==> config.mk <==
export PLATFORM = sky130hd
export DESIGN_NAME = omem_ctrl
export DESIGN_NICKNAME = d
export VERILOG_FILES = /design/src/rtl/omem_ctrl.sv
export SDC_FILE = /design/constraint.sdc
export NUM_CORES = 1
export LEC_CHECK = 0
export CAP_MARGIN = 20
export CORE_AREA = 2 2 152 154
export DETAILED_ROUTE_END_ITERATION = 10
export DIE_AREA = 0 0 154 156
export MAX_ROUTING_LAYER = met4
export PLACE_DENSITY = 0.88
export SKIP_CTS_REPAIR_TIMING = 1
export SLEW_MARGIN = 20
export SYNTH_ARGS = -nofsm -noshare
export SYNTH_HDL_FRONTEND = slang
export SYNTH_SLANG_ARGS = --single-unit
==> constraint.sdc <==
create_clock -name CLK -period 13.2 [get_ports CLK]
set_input_delay 1.98 -clock CLK [delete_from_list [all_inputs] [get_ports CLK]]
set_output_delay 1.98 -clock CLK [all_outputs]
set_load 0.01 [all_outputs]
==> src/rtl/omem_ctrl.sv <==
// Output-memory controller: clear sweep, overwrite / saturating accumulate writeback, host drain reads.
// Latency: overwrite writes in the accept cycle; accumulate writes back one cycle later; host read data one cycle after RD_GNT.
// Backpressure: WR_READY low during clear sweep and the accumulate write-back cycle; host reads only use otherwise idle port cycles.
module omem_ctrl #(
  parameter int OW    = 20,
  parameter int LANES = 4,
  parameter int AW    = 4
) (
  input  logic                CLK,
  input  logic                RST,
  input  logic                CLR_REQ,
  input  logic                WR_VALID,
  output logic                WR_READY,
  input  logic [AW-1:0]       WR_ADDR,
  input  logic [LANES*OW-1:0] WR_DATA,
  input  logic                ACC,
  input  logic                RD_REQ,
  input  logic [AW-1:0]       RD_ADDR,
  output logic                RD_GNT,
  output logic                RD_VALID,
  output logic [LANES*OW-1:0] RD_DATA,
  output logic                BUSY,
  output logic                OVF,
  output logic                MEM_CEN,
  output logic                MEM_WEN,
  output logic [AW-1:0]       MEM_ADDR,
  output logic [LANES*OW-1:0] MEM_WDATA,
  input  logic [LANES*OW-1:0] MEM_RDATA
);

  // RMW_WR is the single write-back cycle of an accumulate; its read was issued from IDLE.
  typedef enum logic [1:0] {IDLE, CLEAR, RMW_WR} state_t;

  state_t                state_q, state_d;
  logic [AW-1:0]         clr_cnt_q, clr_cnt_d;
  logic [AW-1:0]         acc_addr_q, acc_addr_d;
  logic [LANES*OW-1:0]   acc_data_q, acc_data_d;
  logic                  ovf_q, ovf_d;
  logic                  init_q, init_d;
  logic                  rd_vld_q, rd_vld_d;
  logic [LANES*OW-1:0]   rd_hold_q, rd_hold_d;

  logic [LANES*OW-1:0]   sum_dat;
  logic                  sat_any;
  logic signed [OW-1:0]  lane_a, lane_b;
  logic [OW:0]           lane_sum;

  // Lane-wise signed add of stored row and incoming partial result, clamped to the OW-bit range.
  always_comb begin
    sum_dat  = '0;
    sat_any  = 1'b0;
    lane_a   = '0;
    lane_b   = '0;
    lane_sum = '0;
    for (int i = 0; i < LANES; i++) begin
      lane_a   = MEM_RDATA[i*OW +: OW];
      lane_b   = acc_data_q[i*OW +: OW];
      lane_sum = {lane_a[OW-1], lane_a} + {lane_b[OW-1], lane_b};
      if (lane_sum[OW] != lane_sum[OW-1]) begin
        sat_any = 1'b1;
        sum_dat[i*OW +: OW] = lane_sum[OW] ? {1'b1, {(OW-1){1'b0}}} : {1'b0, {(OW-1){1'b1}}};
      end else begin
        sum_dat[i*OW +: OW] = lane_sum[OW-1:0];
      end
    end
  end

  // Port arbitration and next state: clear sweep > RMW write-back > new MAC write > host read.
  always_comb begin
    state_d    = state_q;
    clr_cnt_d  = clr_cnt_q;
    acc_addr_d = acc_addr_q;
    acc_data_d = acc_data_q;
    ovf_d      = ovf_q;
    init_d     = 1'b1;
    WR_READY   = 1'b0;
    RD_GNT     = 1'b0;
    MEM_CEN    = 1'b0;
    MEM_WEN    = 1'b0;
    MEM_ADDR   = '0;
    MEM_WDATA  = '0;
    case (state_q)
      IDLE: begin
        // init_q keeps the port quiet in the cycle right after reset.
        if (init_q) begin
          if (CLR_REQ) begin
            state_d   = CLEAR;
            clr_cnt_d = '0;
            ovf_d     = 1'b0;
          end else begin
            WR_READY = 1'b1;
            if (WR_VALID) begin
              MEM_CEN  = 1'b1;
              MEM_ADDR = WR_ADDR;
              if (ACC) begin
                acc_addr_d = WR_ADDR;
                acc_data_d = WR_DATA;
                state_d    = RMW_WR;
              end else begin
                MEM_WEN   = 1'b1;
                MEM_WDATA = WR_DATA;
              end
            end else if (RD_REQ) begin
              RD_GNT   = 1'b1;
              MEM_CEN  = 1'b1;
              MEM_ADDR = RD_ADDR;
            end
          end
        end
      end
      CLEAR: begin
        MEM_CEN   = 1'b1;
        MEM_WEN   = 1'b1;
        MEM_ADDR  = clr_cnt_q;
        clr_cnt_d = clr_cnt_q + AW'(1);
        if (clr_cnt_q == '1) state_d = IDLE;
      end
      RMW_WR: begin
        MEM_CEN   = 1'b1;
        MEM_WEN   = 1'b1;
        MEM_ADDR  = acc_addr_q;
        MEM_WDATA = sum_dat;
        if (sat_any) ovf_d = 1'b1;
        // A clear requested during the accumulate starts right after the write-back.
        if (CLR_REQ) begin
          state_d   = CLEAR;
          clr_cnt_d = '0;
          ovf_d     = 1'b0;
        end else begin
          state_d = IDLE;
        end
      end
      default: state_d = IDLE;
    endcase
    rd_vld_d  = RD_GNT;
    rd_hold_d = rd_vld_q ? MEM_RDATA : rd_hold_q;
  end

  // State and datapath registers with synchronous reset.
  always_ff @(posedge CLK) begin
    if (RST) begin
      state_q    <= IDLE;
      clr_cnt_q  <= '0;
      acc_addr_q <= '0;
      acc_data_q <= '0;
      ovf_q      <= 1'b0;
      init_q     <= 1'b0;
      rd_vld_q   <= 1'b0;
      rd_hold_q  <= '0;
    end else begin
      state_q    <= state_d;
      clr_cnt_q  <= clr_cnt_d;
      acc_addr_q <= acc_addr_d;
      acc_data_q <= acc_data_d;
      ovf_q      <= ovf_d;
      init_q     <= init_d;
      rd_vld_q   <= rd_vld_d;
      rd_hold_q  <= rd_hold_d;
    end
  end

  assign RD_VALID = rd_vld_q;
  assign RD_DATA  = rd_vld_q ? MEM_RDATA : rd_hold_q;
  assign BUSY     = (state_q != IDLE);
  assign OVF      = ovf_q;

endmodule

==> reports/results.tsv <==
stage	metric	value	unit
clock_tree	clockBufferDepth	2	
setup_path	cp-startpoint	MEM_RDATA[21]	
final_layout	layout.cells.non_filler	2042	
grt	grt_pass1_wl	61070	um
place	portBuffers	344	
setup_path	crit_fanout	24	
final_layout	final_core_util	70.30	%
clock_tree	cts_buffers	17	
clock_tree	cts-htree-levels	4	
sta	hold_viol	0	
clock_tree	cts_tree	done	
floorplanning	die_h	156	um
grt	grt_max_degree	92	
sta	fin_crit	9088	ps
clock_tree	clk_pin_slew	70	ps
setup_path	arrival	7110	ps
clock_tree	clock_latency	430	ps
setup_path	worst-r2r-setup-slack	9500	ps
place	gp_congestion	0.9111	
route	first_pass_iters	5	
logic_synthesis	ys.flop_type	dfxtp_1	
run_status	outcome	finished clean	
setup_path	critPathMaxStageDelay	610	ps
setup_path	endpoint_kind	primary output	
setup_path	r2r_end	OVF	
sta	slew-limit-headroom	29.53	%
power_and_ir_drop	total_leakage_power	6.427	nW
floorplanning	std_cell_rows	55	
flow_run	cap_violations	0	
logic_synthesis	synth_cell_types	74	
logic_synthesis	synth_area_leader_cell	dfxtp_1	
floorplanning	die_area	24020	um2
grt	grt_pass1_vias	11940	
route	routed_wl	38930	um
setup_path	worst-path-stages	15	
power_and_ir_drop	p_per_area	86.30	nW/um2
setup_path	crit_path_start_kind	primary input	
route	antenna_left	0	
setup_path	crit_path_cell_trace	clkdlybuf4s50_1, ha_1, a211oi_1, o21ai_0, a21oi_1, o221ai_1, o41ai_2, o211ai_1, a21oi_1, xnor2_1, ha_1, and3_1, a221o_1, a211oi_1, clkdlybuf4s50_1	
floorplanning	dieWidth	154	um
sta	setup_viol	0	
final_layout	final_cell_mix	clkdlybuf4s50_1 (343), nand2_1 (278), dfxtp_1 (172)	
route	avgRoutedWirePerCell	19.06	um
logic_synthesis	synth_cells	1447	
power_and_ir_drop	vdd_drop_max	75.87	uV
grt	overflow	0	
final_layout	nFillCells	1727	
min_path	holdPathStages	2	
route	drc	0	
logic_synthesis	syn-num-nets	1714	
setup_path	crit_family	compound AO/OA/AOI/OAI gates	
sta	slew_viol_final	0	
setup_path	reg2regPathDepth	12	
setup_path	cp.required	11220	ps
floorplanning	initial_utilization	51.54	%
logic_synthesis	ys_async_sr_fraction	0	%
sta	hold_slack	460.1	ps
floorplanning	core_area	22370	um2
logic_synthesis	post_synth.cell_area_avg	7.965	um2
logic_synthesis	post_synth_instance_area	11530	um2
setup_path	endpoint	MEM_WDATA[37]	
sta	skew	15.72	ps
setup_path	cp.buffers_inverters	2	
logic_synthesis	ys_seq_elements	173	
final_layout	mostFrequentLayoutCell	clkdlybuf4s50_1	
route	vias	11910	
logic_synthesis	ys_top_cells_by_area	dfxtp_1 (30%), ha_1 (9.7%), nand2_1 (9.1%)	
min_path	worstHoldPathType	flop to flop	
final_layout	drive_above_1_share	8.253	%
sta	max_freq	0.1100	GHz
grt	antenna_found_initial	0	
setup_path	r2r_start	acc_data_q[21]	
final_layout	layout.nets	2011	
logic_synthesis	ys.warnings.count	0	
logic_synthesis	seq_area_frac_synth	30.05	%
sta	finalCritPeriodShare	68.85	%
logic_synthesis	synth_top_cell_area_share	30.05	%
place	hpwlAfterDp	28730	um
route	via_per_inst	5.833	
route	drt_iter0_drc	950	
sta	rsz0062_at_grt	no	
setup_path	path_class	primary input to primary output	
logic_synthesis	synth-edff-count	0	
grt	track_usage	32.54	%
sta	tightestPinTransition	1057	ps
setup_path	slowest_stage	clkdlybuf4s50_1	
final_layout	synthToLayoutAreaGrowth	36.42	%
final_layout	antennaDiodeCount	0	
floorplanning	pin_count	345	
clock_tree	clock_sinks	173	
place	dp_cells	2008	
clock_tree	clockRootBuffer	clkbuf_16	
sta	finalSetupTns	0	ps
==> synthesized netlist by cell type, drive strengths merged (11+ instances only) <==
| master | instances |
|---|---|
| a211oi | 14 |
| a21o | 34 |
| a21oi | 158 |
| a221o | 20 |
| and2 | 84 |
| and3 | 12 |
| buf | 11 |
| clkbuf | 63 |
| dfxtp | 173 |
| ha | 89 |
| inv | 28 |
| mux2 | 82 |
| nand2 | 278 |
| nand3 | 24 |
| nor2 | 65 |
| nor2b | 14 |
| nor3 | 29 |
| o211ai | 12 |
| o21a | 15 |
| o21ai | 95 |
| or3 | 11 |
| xnor2 | 44 |
| xor2 | 16 |
==> layer usage <==
| metal | global-route usage, % | up-vias | wire [um] |
|---|---|---|---|
| met3 | 7.306 | 100 | 3216 |
| met1 | 37.12 | 5561 | 15510 |
| met4 | 13.26 | 0 | 1462 |
| met5 | - | - | 0 |
| li1 | - | 5705 | - |
| met2 | 55.50 | 545 | 18740 |
==> power by group <==
group / internal, mW / switching [mW]
Sequential: 0.531 / 0.00576
Clock: 0.266 / 0.247
Combinational: 0.150 / 0.157
Total: 0.947 / 0.410
==> sequential cells by signal (all words and copies together) (netlist names) <==
signal and cells:
OVF 1, RD_VALID 1, acc_addr_q 4, acc_data_q 80
clr_cnt_q 4, init_q 1, rd_hold_q 80, state_q 2
==> area by class of cell <==
class / count / area [um2] / share of cell area [%]
Inverter: 29 / 108.9 / 0.6923
Sequential cell: 173 / 3467 / 22.05
Timing Repair Buffer: 352 / 3541 / 22.52
Multi-Input combinational cell: 1171 / 7670 / 48.78
Clock buffer: 20 / 466.7 / 2.968
Tap cell: 285 / 356.6 / 2.268
Clock inverter: 12 / 113.9 / 0.7241
==> tightest hold or removal path: cells and delay by family (launching register included) <==
family / cells / cell delay, ps
and+or+nand+nor: 1 / 50
AOI/OAI and AO/OA: 1 / 50
DFF: 1 / 310
==> through the flow <==
stage	cell area, um2	worst slack (ps)	power, mW
after floorplan	11530	6104	0.6992
after global placement	15090	4397	0.8446
after detailed placement	15090	4228	0.8485
after CTS	15670	4204	1.355
after global routing	15720	3693	1.409
final	15720	4112	1.357
==> how the worst min path moves through the flow <==
stage,from,to
2_1_floorplan,acc_addr_q[0],acc_addr_q[0]
3_3_place_gp,acc_addr_q[0],acc_addr_q[0]
3_5_place_dp,acc_addr_q[0],acc_addr_q[0]
4_1_cts,acc_addr_q[0],acc_addr_q[0]
5_1_grt,acc_data_q[77],acc_data_q[77]
6_report,acc_addr_q[3],acc_addr_q[3]
==> logic make-up (layout without fill, tap and decap cells) <==
logic type,count (synthesis),count (layout),share of synthesized area (%)
adder cells (fa/ha/maj),93,93,10.36
AO/OA/AOI/OAI,394,394,21.58
flip-flops,173,173,30.05
AND/OR/NAND/NOR,541,541,21.77
multiplexers,83,83,8.098
buffers and inverters,103,413,3.593
XOR/XNOR,60,60,4.559
No activity file was read; power rests on OpenSTA's default activity.
